[config.mk]
export PLATFORM = sky130hd
export DESIGN_NAME = alu_mc
export DESIGN_NICKNAME = d
export VERILOG_FILES = /design/src/rtl/alu_pkg.sv /design/src/rtl/alu_mul_seq.sv /design/src/rtl/alu_mc.sv
export SDC_FILE = /design/constraint.sdc
export NUM_CORES = 1
export LEC_CHECK = 0
export BUFFER_PORTS_ARGS = -buffer_cell sky130_fd_sc_hd__buf_2
export CAP_MARGIN = 30
export CELL_PAD_IN_SITES_DETAIL_PLACEMENT = 2
export CELL_PAD_IN_SITES_GLOBAL_PLACEMENT = 2
export CORE_MARGIN = 1.5
export CORE_UTILIZATION = 40
export DETAILED_ROUTE_END_ITERATION = 8
export PLACE_DENSITY_LB_ADDON = 0.1
export SLEW_MARGIN = 25
export SYNTH_ARGS = -nofsm -noshare
export SYNTH_HDL_FRONTEND = slang
export SYNTH_SLANG_ARGS = --single-unit
[constraint.sdc]
create_clock -name clk -period 8.4 [get_ports clk]
set_input_delay 1.26 -clock clk [delete_from_list [all_inputs] [get_ports clk]]
set_output_delay 1.26 -clock clk [all_outputs]
set_load 0.01 [all_outputs]
[src/rtl/alu_pkg.sv]
// Shared definitions for the multi-cycle ALU: op codes, flag bit positions and FSM states.
package alu_pkg;

  localparam int OP_W = 4;

  localparam logic [OP_W-1:0] OP_ADD = 4'd0;
  localparam logic [OP_W-1:0] OP_NEG = 4'd1;
  localparam logic [OP_W-1:0] OP_AND = 4'd2;
  localparam logic [OP_W-1:0] OP_XOR = 4'd3;
  localparam logic [OP_W-1:0] OP_SUB = 4'd4;
  localparam logic [OP_W-1:0] OP_SRL = 4'd5;
  localparam logic [OP_W-1:0] OP_SLL = 4'd6;
  localparam logic [OP_W-1:0] OP_SRA = 4'd7;
  localparam logic [OP_W-1:0] OP_MUL = 4'd8;
  localparam logic [OP_W-1:0] OP_OR  = 4'd9;

  localparam int FLAG_V = 3;
  localparam int FLAG_S = 2;
  localparam int FLAG_Z = 1;
  localparam int FLAG_C = 0;

  typedef enum logic [1:0] {
    ST_IDLE = 2'd0,
    ST_BUSY = 2'd1,
    ST_DONE = 2'd2
  } state_t;

endpackage

[src/rtl/alu_mul_seq.sv]
// Iterative shift-add multiplier: one multiplier bit per cycle, WIDTH cycles per product.
module alu_mul_seq #(
  parameter int WIDTH = 32
) (
  input  logic               clk,
  input  logic               rst,
  input  logic               start,
  input  logic [WIDTH-1:0]   a,
  input  logic [WIDTH-1:0]   b,
  output logic               busy,
  output logic               done,
  output logic [2*WIDTH-1:0] product
);

  localparam int CW = $clog2(WIDTH) + 1;

  logic [CW-1:0]      cnt_reg;
  logic [WIDTH-1:0]   mcand_reg;
  logic [2*WIDTH-1:0] acc_reg;
  logic               done_reg;
  logic [WIDTH:0]     sum;

  // Upper half accumulates the multiplicand; the lower half holds the unconsumed multiplier bits.
  always_comb begin
    sum = {1'b0, acc_reg[2*WIDTH-1:WIDTH]} + (acc_reg[0] ? {1'b0, mcand_reg} : {(WIDTH+1){1'b0}});
  end

  always_ff @(posedge clk) begin
    if (rst) begin
      cnt_reg   <= '0;
      mcand_reg <= '0;
      acc_reg   <= '0;
      done_reg  <= 1'b0;
    end else begin
      done_reg <= 1'b0;
      if (start && cnt_reg == '0) begin
        mcand_reg <= a;
        acc_reg   <= {{WIDTH{1'b0}}, b};
        cnt_reg   <= CW'(WIDTH);
      end else if (cnt_reg != '0) begin
        acc_reg <= {sum, acc_reg[WIDTH-1:1]};
        cnt_reg <= cnt_reg - CW'(1);
        if (cnt_reg == CW'(1)) begin
          done_reg <= 1'b1;
        end
      end
    end
  end

  assign busy    = (cnt_reg != '0);
  assign done    = done_reg;
  assign product = acc_reg;

endmodule

[src/rtl/alu_mc.sv]
// Registered multi-cycle ALU with valid/ready on both sides; MUL runs on the iterative multiplier.
module alu_mc
  import alu_pkg::*;
#(
  parameter int WIDTH  = 32,
  parameter bit MUL_EN = 1'b1
) (
  input  logic             clk,
  input  logic             rst,
  input  logic             in_valid,
  output logic             in_ready,
  input  logic [WIDTH-1:0] a,
  input  logic [WIDTH-1:0] b,
  input  logic [OP_W-1:0]  op,
  output logic             out_valid,
  input  logic             out_ready,
  output logic [WIDTH-1:0] result,
  output logic [3:0]       flag
);

  localparam int LOGW = $clog2(WIDTH);
  localparam logic [WIDTH-1:0] MIN_INT = {1'b1, {(WIDTH-1){1'b0}}};

  state_t             state_reg;
  logic [WIDTH-1:0]   a_reg;
  logic [WIDTH-1:0]   b_reg;
  logic [OP_W-1:0]    op_reg;
  logic [WIDTH-1:0]   result_reg;
  logic [3:0]         flag_reg;
  logic               out_valid_reg;
  logic               in_ready_reg;

  logic               is_mul_in;
  logic               mul_start;
  logic               mul_busy;
  logic               mul_done;
  logic [2*WIDTH-1:0] mul_product;

  logic               is_sub;
  logic [WIDTH-1:0]   b_add;
  logic [WIDTH:0]     add_sum;
  logic [LOGW-1:0]    shamt;
  logic               shift_big;
  logic [WIDTH-1:0]   alu_res;
  logic               alu_c;
  logic               alu_v;
  logic [3:0]         alu_flag;

  assign is_mul_in = MUL_EN && (op == OP_MUL);
  assign mul_start = (state_reg == ST_IDLE) && in_valid && is_mul_in;

  generate
    if (MUL_EN) begin : g_mul
      alu_mul_seq #(.WIDTH(WIDTH)) u_mul (
        .clk     (clk),
        .rst     (rst),
        .start   (mul_start),
        .a       (a),
        .b       (b),
        .busy    (mul_busy),
        .done    (mul_done),
        .product (mul_product)
      );
    end else begin : g_no_mul
      assign mul_busy    = 1'b0;
      assign mul_done    = 1'b0;
      assign mul_product = '0;
    end
  endgenerate

  // ADD and SUB share one WIDTH+1-bit adder; SUB feeds ~b with a carry-in of one.
  always_comb begin
    is_sub    = (op_reg == OP_SUB);
    b_add     = is_sub ? ~b_reg : b_reg;
    add_sum   = {1'b0, a_reg} + {1'b0, b_add} + {{WIDTH{1'b0}}, is_sub};
    shamt     = b_reg[LOGW-1:0];
    shift_big = |b_reg[WIDTH-1:LOGW];
    alu_res   = a_reg;
    alu_c     = 1'b0;
    alu_v     = 1'b0;
    case (op_reg)
      OP_ADD, OP_SUB: begin
        alu_res = add_sum[WIDTH-1:0];
        alu_c   = is_sub ? ~add_sum[WIDTH] : add_sum[WIDTH];
        alu_v   = (a_reg[WIDTH-1] == b_add[WIDTH-1]) && (add_sum[WIDTH-1] != a_reg[WIDTH-1]);
      end
      OP_NEG: begin
        alu_res = ~b_reg + WIDTH'(1);
        alu_v   = (b_reg == MIN_INT);
      end
      OP_AND: alu_res = a_reg & b_reg;
      OP_XOR: alu_res = a_reg ^ b_reg;
      OP_OR:  alu_res = a_reg | b_reg;
      OP_SRL: alu_res = shift_big ? '0 : (a_reg >> shamt);
      OP_SLL: alu_res = shift_big ? '0 : (a_reg << shamt);
      OP_SRA: alu_res = shift_big ? {WIDTH{a_reg[WIDTH-1]}} : WIDTH'($signed(a_reg) >>> shamt);
      OP_MUL: begin
        if (MUL_EN) begin
          alu_res = mul_product[WIDTH-1:0];
          alu_c   = |mul_product[2*WIDTH-1:WIDTH];
        end
      end
      default: alu_res = a_reg;
    endcase
    alu_flag         = 4'b0000;
    alu_flag[FLAG_V] = alu_v;
    alu_flag[FLAG_S] = alu_res[WIDTH-1];
    alu_flag[FLAG_Z] = (alu_res == '0);
    alu_flag[FLAG_C] = alu_c;
  end

  always_ff @(posedge clk) begin
    if (rst) begin
      state_reg     <= ST_IDLE;
      a_reg         <= '0;
      b_reg         <= '0;
      op_reg        <= '0;
      result_reg    <= '0;
      flag_reg      <= '0;
      out_valid_reg <= 1'b0;
      in_ready_reg  <= 1'b1;
    end else begin
      case (state_reg)
        ST_IDLE: begin
          if (in_valid) begin
            a_reg        <= a;
            b_reg        <= b;
            op_reg       <= op;
            in_ready_reg <= 1'b0;
            state_reg    <= is_mul_in ? ST_BUSY : ST_DONE;
          end
        end
        ST_BUSY: begin
          if (mul_done && !mul_busy) begin
            result_reg    <= alu_res;
            flag_reg      <= alu_flag;
            out_valid_reg <= 1'b1;
            state_reg     <= ST_DONE;
          end
        end
        ST_DONE: begin
          // Single-cycle ops spend their first DONE cycle evaluating the captured operands.
          if (!out_valid_reg) begin
            result_reg    <= alu_res;
            flag_reg      <= alu_flag;
            out_valid_reg <= 1'b1;
          end else if (out_ready) begin
            out_valid_reg <= 1'b0;
            in_ready_reg  <= 1'b1;
            state_reg     <= ST_IDLE;
          end
        end
        default: begin
          out_valid_reg <= 1'b0;
          in_ready_reg  <= 1'b1;
          state_reg     <= ST_IDLE;
        end
      endcase
    end
  end

  assign in_ready  = in_ready_reg;
  assign out_valid = out_valid_reg;
  assign result    = result_reg;
  assign flag      = flag_reg;

endmodule
==> metrics.csv, run 1 <==
metric,value,unit
cts_buffers,27,
crit_fanout,35,
fmax,174,MHz
tightest_slew,1080,ps
dr.pass1.iters,8,
synth-seq-cells,210,
synth_top_flop_cell,dfxtp_1,
antennaDiodeCount,0,
holdPathStages,2,
rsz0062_at_grt,no,
clock_latency,580,ps
routabilityCongestion,1.03,
cts_resized,0,
grt_pass1_wl,157000,um
p_per_area,214,mW/mm^2
reg2reg_slack,2650,ps
synth-seq-area-share,20.9,%
die_w,227,um
core-area,0.0493,mm^2
drt_iter0_drc,2097,
grt_antenna_before_repair,0,
status,"complete, no violations",
utilization,44.8,%
cts_setup_buffers,0,
dieArea,0.0516,mm^2
pin_count,110,
io_buffers,109,
cts-htree-levels,1,
holdBufCountCts,0,
wl_per_cell,32.1,um
critPathCaptureType,flop,
die_h,227,um
crit_type,reg -> reg,
cp-endpoint,flag[1]$_SDFFE_PP0P_,
fp-row-count,81,
hold_path_class,reg -> reg,
fin_nets,2834,
finalCriticalPeriod,5750,ps
r2r-end,flag[1]$_SDFFE_PP0P_,
fin_setup_tns,0,ps
period_share,68.4,%
dp_slack,2900,ps
cts_sinks,210,
async_flop_share,0,%
total_power,4.72,mW
worst_slack,2650,ps
synth.avg_cell_area,7.62,um^2
netlist_top_cells_area,"dfxtp_1 21%, mux4_2 9.0%, ha_1 8.8%, nand2_1 8.1%, a21oi_1 6.1%",
grt-ovfl-total,0,
cts_tree,built,
vias,22400,
grt_max_degree,92,
dpl.hpwl,76400,um
grt_util_all_layers,40.7,%
p_leak,8.48,nW
fill_cells,5659,
grt_pass1_vias,23400,
final_max_slew_viol_count,0,
ant_nets,0,
ir_drop,217,uV
slew_headroom,25.8,%
layout_common_cells,"434 x nand2_1, 243 x a21oi_1, 206 x nor2_1",
areaGrowthSynthToFinish,9.84,%
synth_edf_count,0,
syn_area,0.0201,mm^2
yosys_warnings,0,
crit_start,op_reg[1]$_SDFFE_PP0P_,
largest_reg_flops,64,
final_common_cell,nand2_1,
yosysTopAreaCell,dfxtp_1,
skew,31.8,ps
critPathRequiredTime,8880,ps
cp.arrival,6220,ps
cts_buffer_depth,3,
drive_above_1_share,14.7,%
synth_top_area_share,20.9,%
reg2reg_from,op_reg[1]$_SDFFE_PP0P_,
drc_errors,0,
setup-violations-final,0,
start_util,40.8,%
syn_inst,2639,
root_buffer,clkbuf_16,
ys_types,90,
vias_per_cell,6.78,
holdWs,452,ps
routed_wl,106000,um
cap_violations,0,
r2r_cells,15,
startpoint_type,flop,
hold_viol_final,0,
synth_fp_nets,2854,
cts.clk_slew.worst_paths,70,ps
[critical path, cell delays in order (launching register included)]
cell       delay (ps)
dfxtp_1           630
or4b_2            810
buf_4             340
xnor2_1           290
inv_1             100
fa_1              410
xnor2_1           230
a22oi_1           240
o2111ai_1         170
o41ai_1           740
o221ai_1          300
nor4_1            410
and4_1            300
nor4bb_1          250
nand4_1           150
o31ai_2           240
[synth_stat cells, types with 12 or more instances]
| cell type | n |
|---|---|
| nand2_1 | 435 |
| a21oi_1 | 243 |
| dfxtp_1 | 210 |
| nor2_1 | 207 |
| clkbuf_1 | 187 |
| ha_1 | 141 |
| nand3_1 | 87 |
| xnor2_1 | 83 |
| inv_1 | 82 |
| mux4_2 | 80 |
| o21ai_0 | 78 |
| nor3_1 | 59 |
| and2_1 | 45 |
| mux2i_1 | 43 |
| a311oi_1 | 42 |
| mux2_2 | 36 |
| nor4_1 | 35 |
| a21o_1 | 30 |
| a31oi_1 | 29 |
| buf_2 | 28 |
| a211oi_1 | 24 |
| a22oi_1 | 21 |
| nand2b_1 | 21 |
| o211ai_1 | 21 |
| o22ai_1 | 21 |
| and3_1 | 20 |
| nand4_1 | 18 |
| or3_1 | 18 |
| a211o_1 | 17 |
| nor2b_1 | 17 |
| buf_1 | 15 |
| o31ai_1 | 15 |
| xor2_1 | 15 |
| a2111oi_0 | 12 |
| a221oi_1 | 12 |
| o21a_1 | 12 |
[through the flow]
step	instances	area, um^2
floorplan	2639	20100
detailed placement	3252	21200
CTS	3300	22000
finish	3302	22100
global placement	3252	21200
global route	3302	22100
[report_power, final]
group	internal [mW]	switching, mW
clock network	0.661	0.500
logic	0.734	1.45
registers	1.16	0.219
[routing by layer]
| layer | track usage, % | vias up | part of all wire [%] |
|---|---|---|---|
| li1 | - | 9603 | - |
| met1 | 53.7 | 11400 | 41 |
| met2 | 63.9 | 1128 | 44 |
| met3 | 6.34 | 298 | 8.0 |
| met4 | 22.0 | 0 | 6.4 |
| met5 | 0 | - | 0 |
[worst min-delay path by stage]
stage	to	start
finish	result[13]$_SDFFE_PP0P_	result[13]$_SDFFE_PP0P_
global route	result[9]$_SDFFE_PP0P_	result[9]$_SDFFE_PP0P_
CTS	result[13]$_SDFFE_PP0P_	result[13]$_SDFFE_PP0P_
detailed placement	result[13]$_SDFFE_PP0P_	result[13]$_SDFFE_PP0P_
global placement	g_mul.u_mul.mcand_reg[24]$_SDFFE_PP0P_	g_mul.u_mul.mcand_reg[24]$_SDFFE_PP0P_
floorplan	g_mul.u_mul.mcand_reg[0]$_SDFFE_PP0P_	g_mul.u_mul.mcand_reg[0]$_SDFFE_PP0P_
[final cells by class]
cell class / instances / area, um^2 / share of cell area, %
Clock inverter: 14 / 136 / 0.618
Tap cell: 664 / 831 / 3.76
Inverter: 86 / 323 / 1.46
Clock buffer: 34 / 712 / 3.22
Sequential cell: 210 / 4220 / 19.1
Timing Repair Buffer: 185 / 1150 / 5.22
Multi-Input combinational cell: 2109 / 14700 / 66.6
[cell families (layout without fill, tap and decap cells)]
logic type                 count (synthesis)  in the layout  share of synthesized area [%]
xor gates and xnor gates                  98             98                           4.27
adders and majority gates                143            143                           8.98
AOI/OAI and AO/OA                        680            680                           22.5
muxes                                    159            159                           13.1
buffers and inverters                    320            319                           6.26
and+or+nand+nor                         1029           1029                           23.9
DFF                                      210            210                           20.9
No activity file was read; power rests on OpenSTA's default activity.
==> run 2: changes to the inputs <==
- CORE_UTILIZATION: 40 -> 34
- clock period: 8.4 -> 5.1 ns (I/O delays scaled with it)
==> metrics.csv, run 2 (synthesis results as in run 1) <==
metric,value,unit,change
cts_buffer_depth,3,,unchanged
drive_above_1_share,18.6,%,+3.9 points
grt.met3_usage,5.16,%,-1.2 points
final_max_slew_viol_count,0,,unchanged
hold_viol_final,0,,unchanged
crit_chain,or4b_2 -> buf_4 -> nor2_1 -> a21oi_1 -> fa_1 -> nor2b_1 -> o2111ai_1 -> buf_4 -> a211o_1 -> and4b_1 -> o211ai_1 -> nand3b_1 -> a2111oi_1 -> and4_1 -> nor4bb_1 -> nand4_1 -> o31ai_2,,
cts_sinks,210,,unchanged
p_per_area,349,mW/mm^2,+63%
holdWs,452,ps,-0.0250 ps
dr.pass1.iters,5,,-3
placed_area,0.0223,mm^2,+5.0%
fmax,203,MHz,+17%
fin_setup_tns,0,ps,unchanged
r2r-end,flag[1]$_SDFFE_PP0P_,,
layout_common_cells,"434 x nand2_1, 242 x a21oi_1, 206 x nor2_1",,
r2r_cells,17,,+2
areaGrowthSynthToFinish,15.6,%,
multi_input_area,0.0147,mm^2,+0.11%
ir_drop,578,uV,+170%
drt_iter0_drc,1720,,-18%
grt_util_all_layers,35.9,%,-4.8 points
grt-busiest-layer,met2,,
grt_pass1_vias,23500,,+0.44%
dpl.hpwl,84500,um,+11%
status,"complete, no violations",,
skew,20.2,ps,-11.7 ps
grt_max_degree,79,,-14%
critPathTopFamily,simple AND/OR/NAND/NOR gates,,
routed_wl,110000,um,+3.7%
reg2reg_from,op_reg[0]$_SDFFE_PP0P_,,
grt-ovfl-total,0,,unchanged
rsz0062_at_grt,no,,
cp_slowest_cell,or4b_2,,
dieArea,0.0606,mm^2,+17%
cp.arrival,5400,ps,-820 ps
hold_path_end,a_reg[10]$_SDFFE_PP0P_,,
cts.clk_slew.worst_paths,70,ps,about the same
die_w,246,um,+8.4%
final_common_cell,nand2_1,,
seq_area,0.00422,mm^2,unchanged
holdPathStages,3,,+1
hold_path_class,in -> reg,,
fp-row-count,88,,+8.6%
critPathCaptureType,flop,,
core-area,0.0580,mm^2,+18%
clock_latency,580,ps,about the same
fin_nets,2947,,+4.0%
period_share,96.4,%,+28 points
stdcell_count,3520,,+6.6%
tightest_slew,924,ps,-158 ps
p_leak,9.13,nW,+7.6%
wl_per_cell,31.2,um,-2.7%
slew_headroom,36.8,%,+11 points
holdBufCountCts,0,,unchanged
ant_nets,0,,unchanged
final_area,0.0232,mm^2,+5.3%
reg2reg_slack,180,ps,-2470 ps
cap_violations,0,,unchanged
met2_usage,57.7,%,-6.2 points
worstHoldStart,a[10],,
dpl.cell_count,3468,,+6.6%
die_h,246,um,+8.4%
cts-htree-levels,1,,unchanged
startpoint_type,flop,,
path_buf_inv,2,,unchanged
root_buffer,clkbuf_16,,
cts_buffers,27,,unchanged
grt_antenna_before_repair,2,,+2
largest_reg_flops,64,,unchanged
critPathRequiredTime,5590,ps,-3290 ps
crit_type,reg -> reg,,
grt_use_met1,47.4,%,-6.3 points
vias,22100,,-1.5%
cpPeakStageDelay,830,ps,+20 ps
start_util,34.6,%,-6.2 points
io_buffers,109,,unchanged
setup-violations-final,0,,unchanged
crit_fanout,11,,-69%
routabilityCongestion,1.06,,+2.9%
path_common_cell,buf_4,,
fill_cells,6665,,+18%
drc_errors,0,,unchanged
finalCriticalPeriod,4920,ps,-831 ps
vias_per_cell,6.27,,-7.6%
pin_count,110,,unchanged
cts_tree,built,,
grt_pass1_wl,162000,um,+3.1%
==> run 2: cell count changes in the layout (fill, tap and decap cells not counted), sizes merged <==
cell / change
buf: +114
bufinv: +3
clkbuf: -1
clkinv: -1
clkinvlp: -2
diode: +2
inv: +2
==> run 2: worst min-delay path: stages <==
cell and delay [ps]:
buf_2 110, nand2_1 50, a21oi_1 50
==> run 2: metal layers <==
layer / vias to the layer above / share of wire, %
met5: - / 0.010
met4: 2 / 5.0
met3: 186 / 6.1
met2: 787 / 45
met1: 11300 / 44
li1: 9823 / -
==> run 2: cell type report <==
cell class,count,area share (%)
diodes,2,0.0215
inverters,86,1.39
multi-input cells,2109,63.3
clock buffers,34,3.20
well taps,765,4.12
repair buffers,298,8.82
flip-flops and latches,210,18.1
clock inverters,16,0.980
==> run 2: where the power goes <==
group	switching (mW)	leakage (nW)	total, mW	internal, mW
Combinational	2.45	6.94	3.76	1.31
Sequential	0.339	1.72	2.24	1.91
Clock	0.830	0.469	2.12	1.29
==> run 2: metrics by stage <==
step / setup WS, ps / power [mW] / util [%]
floorplan: 163 / 4.42 / -
global placement: 136 / 5.80 / 38.3
detailed placement: 91.3 / 5.94 / 38.3
CTS: 41.9 / 8.11 / 40.0
global route: 5.18 / 8.53 / 40.1
finish: 185 / 8.12 / 40.1
==> run 2: worst max-delay path by stage <==
| stage | slack (ps) | startpoint | end | depth (start not counted) |
|---|---|---|---|---|
| final | 180 | op_reg[0]$_SDFFE_PP0P_ | flag[1]$_SDFFE_PP0P_ | 17 |
| after global routing | 5 | op_reg[0]$_SDFFE_PP0P_ | flag[1]$_SDFFE_PP0P_ | 17 |
| after CTS | 40 | op_reg[0]$_SDFFE_PP0P_ | flag[1]$_SDFFE_PP0P_ | 16 |
| after detailed placement | 90 | op_reg[0]$_SDFFE_PP0P_ | flag[1]$_SDFFE_PP0P_ | 16 |
| after global placement | 140 | op_reg[0]$_SDFFE_PP0P_ | flag[1]$_SDFFE_PP0P_ | 17 |
| after floorplan | 160 | b_reg[0]$_SDFFE_PP0P_ | flag[1]$_SDFFE_PP0P_ | 19 |
==> run 2: what timing repair did <==
action | in CTS | in global routing
setup buffers | 0 | 0
resized for setup | 0 | 9
setup endpoints to repair | 0 | 2
